$ cat config.mk
export PLATFORM = sky130hd
export DESIGN_NAME = bus_responder_regs
export DESIGN_NICKNAME = d
export VERILOG_FILES = /design/src/rtl/bus_responder_regs.sv
export SDC_FILE = /design/constraint.sdc
export NUM_CORES = 1
export LEC_CHECK = 0
export CORE_MARGIN = 2
export CORE_UTILIZATION = 35
export DETAILED_ROUTE_END_ITERATION = 12
export DONT_BUFFER_PORTS = 1
export PLACE_DENSITY = 0.53
export SKIP_LAST_GASP = 1
export SYNTH_ARGS = -nofsm -noshare
export SYNTH_HDL_FRONTEND = slang
export SYNTH_SLANG_ARGS = --single-unit
$ cat constraint.sdc
create_clock -name comm_clock -period 12.3 [get_ports comm_clock]
set_input_delay 1.845 -clock comm_clock [delete_from_list [all_inputs] [get_ports comm_clock]]
set_output_delay 1.845 -clock comm_clock [all_outputs]
set_load 0.005 [all_outputs]
$ cat src/rtl/bus_responder_regs.sv
// bus_responder_regs: async-strobe bus slave with a 16x32 register file, fixed wait states and BERR on ID writes
module bus_responder_regs #(
  parameter logic [31:0] BASE_ADDR   = 32'h00FF0000,
  parameter int unsigned WAIT_STATES = 2,
  parameter logic [31:0] ID_VALUE    = 32'hF1D6E700
) (
  input  logic        comm_clock,
  input  logic        pin_reset_in,
  input  logic        pin_as,
  input  logic        pin_ds,
  input  logic        pin_rw,
  input  logic [31:0] pin_ad,
  output logic [31:0] ad_out,
  output logic        ad_oe,
  output logic        pin_dsack0,
  output logic        pin_dsack1,
  output logic        pin_berr,
  output logic [15:0] hit_count
);
  typedef enum logic [2:0] {IDLE, ADDR, WAIT_DS, WAIT, ACK, ERR, RELEASE} state_t;
  state_t state, next;
  logic [1:0] as_q, ds_q, rw_q;
  logic as_s, ds_s, rw_s, as_d, dsack_n;
  logic [31:2] addr_q;
  logic [3:0] cnt, idx;
  logic [31:0] regs [15];
  logic hit;
  assign as_s = as_q[1];
  assign ds_s = ds_q[1];
  assign rw_s = rw_q[1];
  assign idx = addr_q[5:2];
  assign hit = addr_q[31:6] == BASE_ADDR[31:6];
  assign pin_dsack0 = dsack_n;
  assign pin_dsack1 = dsack_n;
  always_comb begin
    next = state;
    case (state)
      IDLE:    if (as_d && !as_s) next = ADDR;
      ADDR:    next = hit ? WAIT_DS : IDLE;
      WAIT_DS: next = !ds_s ? WAIT : as_s ? IDLE : WAIT_DS;
      WAIT:    if (cnt == 4'd0) next = (!rw_s && idx == 4'hF) ? ERR : ACK;
      ACK:     next = RELEASE;
      ERR:     next = RELEASE;
      RELEASE: if (as_s && ds_s) next = IDLE;
      default: next = IDLE;
    endcase
  end
  always_ff @(posedge comm_clock) begin
    if (!pin_reset_in) begin
      state <= IDLE;
      as_q <= 2'b11;
      ds_q <= 2'b11;
      rw_q <= 2'b11;
      as_d <= 1'b1;
      addr_q <= '0;
      cnt <= '0;
      dsack_n <= 1'b1;
      pin_berr <= 1'b1;
      ad_oe <= 1'b0;
      ad_out <= '0;
      hit_count <= '0;
      for (int i = 0; i < 15; i++) regs[i] <= '0;
    end else begin
      as_q <= {as_q[0], pin_as};
      ds_q <= {ds_q[0], pin_ds};
      rw_q <= {rw_q[0], pin_rw};
      as_d <= as_s;
      state <= next;
      if (state == IDLE && next == ADDR) addr_q <= pin_ad[31:2];
      if (state == WAIT_DS && next == WAIT) cnt <= 4'(WAIT_STATES);
      else if (state == WAIT) cnt <= cnt - 4'd1;
      // response is registered on the transition edge so DSACK lands WAIT_STATES+2 clocks after ds_s
      if (next == ACK && state == WAIT) begin
        dsack_n <= 1'b0;
        hit_count <= hit_count + 16'd1;
        if (rw_s) begin
          ad_out <= (idx == 4'hF) ? ID_VALUE : regs[idx];
          ad_oe <= 1'b1;
        end else if (idx != 4'hF) regs[idx] <= pin_ad;
      end
      if (next == ERR && state == WAIT) begin
        pin_berr <= 1'b0;
        hit_count <= hit_count + 16'd1;
      end
      if (state == RELEASE && next == IDLE) begin
        dsack_n <= 1'b1;
        pin_berr <= 1'b1;
        ad_oe <= 1'b0;
      end
    end
  end
endmodule

==> flow_summary.toml, run 1 <==
[status]
outcome = "finished clean"

[critical_path]
cp_max_fo = 66
cp.required_ps = 12550
cpPeakStageDelay_ps = 770
critPathSlowestCell = "dfxtp_1"
crit_top_cell = "buf_4"
crit_path_cell_trace = "nand3b_1, nor2_4, nand4_1, buf_4, o21ai_4, buf_4"
endpoint_kind = "flop"
startpoint_type = "flop"
arrival_ps = 4060
critical_path_class = "flop to flop"

[timing]
slew_viol_final = 0
worst_clock_skew_ps = 27.8
fmax_ghz = 0.263
worst_pin_slew_ps = 1210
period_share = 0.309
period_needed_ps = 3800
relSlewSlack = 0.192
finalHoldViolations = 0
fin_setup_tns_ps = 0
finalSetupViolations = 0
rsz0062_at_grt = "no"

[floorplan]
start_util = 0.355
die-area_um2 = 77900
die_w_um = 279
rows = 100
die_y_um = 279
core-area_um2 = 74700
ios = 89

[grt]
grt_usage = 0.192
grt_max_degree = 76
grt_pass1_wl_mm = 110
overflow = 0
grt_pass1_vias = 16400
grt_antenna_before_repair = 2

[power]
ir_worst_vdd_v = 0.0000958
power_mw = 4.58
p_clk_frac = 0.452
p_seq_frac = 0.509
powerDensity_nw_per_um2 = 154
leakagePower_nw = 10.4
p_switching_uw = 996
p_int_mw = 3.58
p_comb_frac = 0.039
p_sw_frac = 0.218

[route]
ant_nets = 0
drt_wl_total_mm = 74.0
drt_iter0_markers = 1417
drcViolationCount = 0
firstDrtPassIters = 5
num_vias = 15800
drt-wirelength-per-cell_um = 25.5
avgViaCountPerCell = 5.45

[layout]
multi_input_area_um2 = 8620
final_area_um2 = 29800
synthToLayoutAreaGrowth_pct = 12.4
layout_commonest_cell = "edfxtp_1"
final_cell_mix = "edfxtp_1 (512), nor2_1 (243), nand2_1 (174), and2_1 (131), mux4_2 (124)"
seqCellArea_um2 = 17400
nNetsFinal = 1913
fillers = 6833
drive_above_1_share = 0.162
antennaDiodeCount = 0

[synthesis]
synth_cells = 1909
synth_area_um2 = 26500
ys_async_sr_fraction = 0
synth-edff-count = 512
yosys_warnings = 0
syn_area_per_cell_um2 = 13.9
ys_seq_elements = 611
ys_seq_area_frac = 0.655
synth_cell_type_count = 64
yosys_most_used_dff = "edfxtp_1"

[placed_design]
portBuffers = 0
placedInstanceArea_um2 = 27500
dp_hpwl_mm = 42.0
gp_congestion = 0.781

[job]
max-cap-violations = 0

[cts]
numCtsBuffers = 68
cts_buffer_depth = 3
clock_sinks = 611
ctsHoldBuffers = 0
post_cts_buffers = 0
clk_latency_ps = 620
clk_pin_slew_ps = 60
cts_resized = 0
cts_root_buffer = "clkbuf_16"
htree_levels = 3
cts_tree = "yes"

[hold_path]
hp-class = "flop to flop"
## area by class of cell
type,instances,area share
repair buffers,39,0.00983
clock inverters,25,0.0110
multi-input cells,1147,0.289
flip-flops and latches,611,0.583
clock buffers,100,0.0653
inverters,7,0.000882
well taps,969,0.0407
## sequential cells by signal (all words and copies together), names as in the netlist, named ones only
signal and cells:
pin_berr 1, regs 512, state 3, rw_q 2
pin_dsack0 1, ad_oe 1, addr_q 30, cnt 4
as_q 2, as_d 1, ad_out 32, ds_q 2
hit_count 16
## worst paths after layout
check | startpoint | end | slack, ps | cells after the start
setup reg to reg | state[1]$_SDFF_PN0_ | regs[4][4]$_SDFFCE_PN0P_ | 8500 | 6
setup / recovery | state[1]$_SDFF_PN0_ | regs[4][4]$_SDFFCE_PN0P_ | 8500 | 6
hold / removal | rw_q[0]$_SDFF_PN1_ | rw_q[1]$_SDFF_PN1_ | 420 | 1
hold reg to reg | rw_q[0]$_SDFF_PN1_ | rw_q[1]$_SDFF_PN1_ | 420 | 1
## through the flow
step                cells  worst slack [ps]  hold slack (ps)   util
finish               2898              8500              417  0.399
global route         2898              8230              442  0.399
CTS                  2898              8510              426  0.399
detailed placement   2773              8070              411  0.368
global placement     2773              8090              404  0.368
floorplan            1940              7210              386      -
## synth_stat cells, drive strengths merged, types with 13 or more instances
cell | number | area, µm²
dfxtp | 99 | 1980
nor2 | 248 | 938
a32o | 16 | 160
nand4 | 13 | 87.6
a2bb2oi | 15 | 131
nand2 | 174 | 653
o21ai | 40 | 200
mux2i | 54 | 541
clkbuf | 115 | 444
edfxtp | 512 | 15400
a21oi | 44 | 220
nand2b | 27 | 169
mux4 | 124 | 2790
buf | 60 | 372
and3 | 130 | 827
nand3 | 24 | 125
and2 | 132 | 826
## power groups by stage
stage / Combinational, mW / Sequential [mW] / Clock (mW)
2_1_floorplan: 0.135 / 2.36 / 0
3_3_place_gp: 0.182 / 2.37 / 0
3_5_place_dp: 0.183 / 2.37 / 0
4_1_cts: 0.184 / 2.33 / 2.11
5_1_grt: 0.195 / 2.34 / 2.19
6_report: 0.181 / 2.33 / 2.07
## metal layers
| layer | up-vias | wire length (µm) | track usage |
|---|---|---|---|
| met1 | 8221 | 32600 | 0.264 |
| met4 | 0 | 1880 | 0.0545 |
| met5 | - | 0 | 0 |
| met2 | 521 | 34300 | 0.304 |
| met3 | 114 | 5240 | 0.0436 |
| li1 | 6944 | - | - |
## cells by family after synthesis
logic type                 count (synthesis)  share of synthesized area
and+or+nand+nor                          792                      0.150
DFF                                      611                      0.655
buffers and inverters                    182                     0.0318
muxes                                    180                      0.127
AOI/OAI and AO/OA                        134                     0.0327
xor gates and xnor gates                   7                    0.00231
adders and majority gates                  2                   0.000944
other                                      1                   0.000142
## critical path: cells and delay by family, from the launching register on
kind | cells | cell delay [ps]
flops | 1 | 770
simple gates | 3 | 1000
buf+inv | 2 | 950
compound gates | 1 | 650
Note: power is estimated with default switching activity, not from simulation.
==> inputs of run 2 (changes only) <==
- clock period: 12.3 -> 3.65 ns (I/O delays scaled with it)
==> flow_summary.toml, run 2 (synthesis gave the netlist of run 1 again) <==
[hold_path]
hp-class = "input pin to flop"

[layout]
nNetsFinal = 1954
synthToLayoutAreaGrowth_pct = 13.8
final_cell_mix = "edfxtp_1 (512), nor2_1 (243), nand2_1 (174), and2_1 (131), mux4_2 (124)"
fillers = 6794
antennaDiodeCount = 0
largest_reg_flops = 512
stdcell_count = 2939
drive_above_1_share = 0.168
final_util = 0.404
largest_register = "regs"
reg_top3 = "regs: 512 flops, ad_out: 32 flops, addr_q: 30 flops"
final_area_um2 = 30200
layout_commonest_cell = "edfxtp_1"

[floorplan]
rows = 100
start_util = 0.355
die_y_um = 279
die_w_um = 279
die-area_um2 = 77900
core-area_um2 = 74700
ios = 89

[grt]
grt_max_degree = 129
grtUsageMet1 = 0.265
overflow = 0
use_met3 = 0.0459
grt_use_met2 = 0.313
grt_antenna_before_repair = 3
grt_pass1_vias = 16500
grt_usage = 0.196
grt_pass1_wl_mm = 111
grt-busiest-layer = "met2"

[timing]
setup_slack_ps = 627
period_needed_ps = 3020
fmax_ghz = 0.331
worst_pin_slew_ps = 1170
slew_viol_final = 0
hold_ws_ps = 44.1
rsz0062_at_grt = "no"
fin_setup_tns_ps = 0
relSlewSlack = 0.218
finalHoldViolations = 0
worst_clock_skew_ps = 35.1
finalSetupViolations = 0
period_share = 0.828

[power]
powerDensity_nw_per_um2 = 499
leakagePower_nw = 10.6
power_mw = 15.1
ir_worst_vdd_v = 0.000266

[placed_design]
portBuffers = 0
dp_slack_ps = 613
placedInstanceArea_um2 = 27900
place_inst = 2797
gp_congestion = 0.784
dp_hpwl_mm = 44.3

[cts]
numCtsBuffers = 69
clk_pin_slew_ps = 60
cts_root_buffer = "clkbuf_16"
clock_sinks = 611
htree_levels = 3
cts_buffer_depth = 3
post_cts_buffers = 0
cts_tree = "yes"
clk_latency_ps = 610

[route]
avgViaCountPerCell = 5.47
firstDrtPassIters = 5
drt-wirelength-per-cell_um = 25.7
drt_wl_total_mm = 75.7
num_vias = 16100
drcViolationCount = 0
ant_nets = 0
drt_iter0_markers = 1645

[critical_path]
arrival_ps = 3310
endpoint_kind = "flop"
cp.required_ps = 3940
critical_path_class = "flop to flop"
cp_max_fo = 22
startpoint_type = "flop"

[job]
max-cap-violations = 0

[status]
outcome = "finished clean"
[run 2: changes by cell type in the layout (fill, tap and decap cells not counted), moves of 2 or more]
cell           before  now
bufinv_16           5    1
clkbuf_16          69   71
clkbuf_8           10    4
clkinv_2            7   11
buf_12              0   16
clkinv_1            6   14
clkinvlp_4          0    2
buf_4              39   47
dlygate4sd3_1       0   16
[run 2: report_power, final]
group | leakage [nW] | internal, mW | switching (mW)
Combinational | 3.46 | 0.254 | 0.404
Sequential | 6.07 | 7.76 | 0.101
Clock | 1.03 | 3.74 | 2.80
Total | 10.6 | 11.8 | 3.31
[run 2: final timing paths]
| path | start | endpoint | slack [ps] | depth (start not counted) |
|---|---|---|---|---|
| worst min register to register | as_q[0]$_SDFF_PN1_ | as_q[1]$_SDFF_PN1_ | 410 | 1 |
| worst max register to register | state[1]$_SDFF_PN0_ | regs[1][16]$_SDFFCE_PN0P_ | 630 | 6 |
| worst min-delay path | pin_ad[13] | regs[15][13]$_DFFE_PP_ | 40 | 0 |
| worst max-delay path | state[1]$_SDFF_PN0_ | regs[1][16]$_SDFFCE_PN0P_ | 630 | 6 |
[run 2: worst max-delay path, stage by stage, from the launching register on]
cell and delay [ps]:
dfxtp_1 640, and3b_1 240, buf_4 170, nand4_1 580
nor4_4 410, nand2b_2 410, buf_12 250
[run 2: layout make-up]
type                            instances  area [µm²]  area share
Clock inverter                         31         199     0.00659
Multi-Input combinational cell       1147        8620       0.286
Clock buffer                           95        1910      0.0632
Sequential cell                       611       17400       0.576
Timing Repair Buffer                   79         833      0.0276
Inverter                                7        26.3    0.000871
Tap cell                              969        1210      0.0402
[run 2: timing repair]
| action | CTS | global route |
|---|---|---|
| hold buffers | 16 | 0 |
| hold endpoints to repair | 16 | 0 |
| gates resized for setup | 0 | 0 |
[run 2: layer usage]
layer  vias to the layer above  wire length, µm
met1                      8347            32300
met5                         -                0
li1                       7033                -
met4                         0             1960
met3                       117             5990
met2                       588            35400
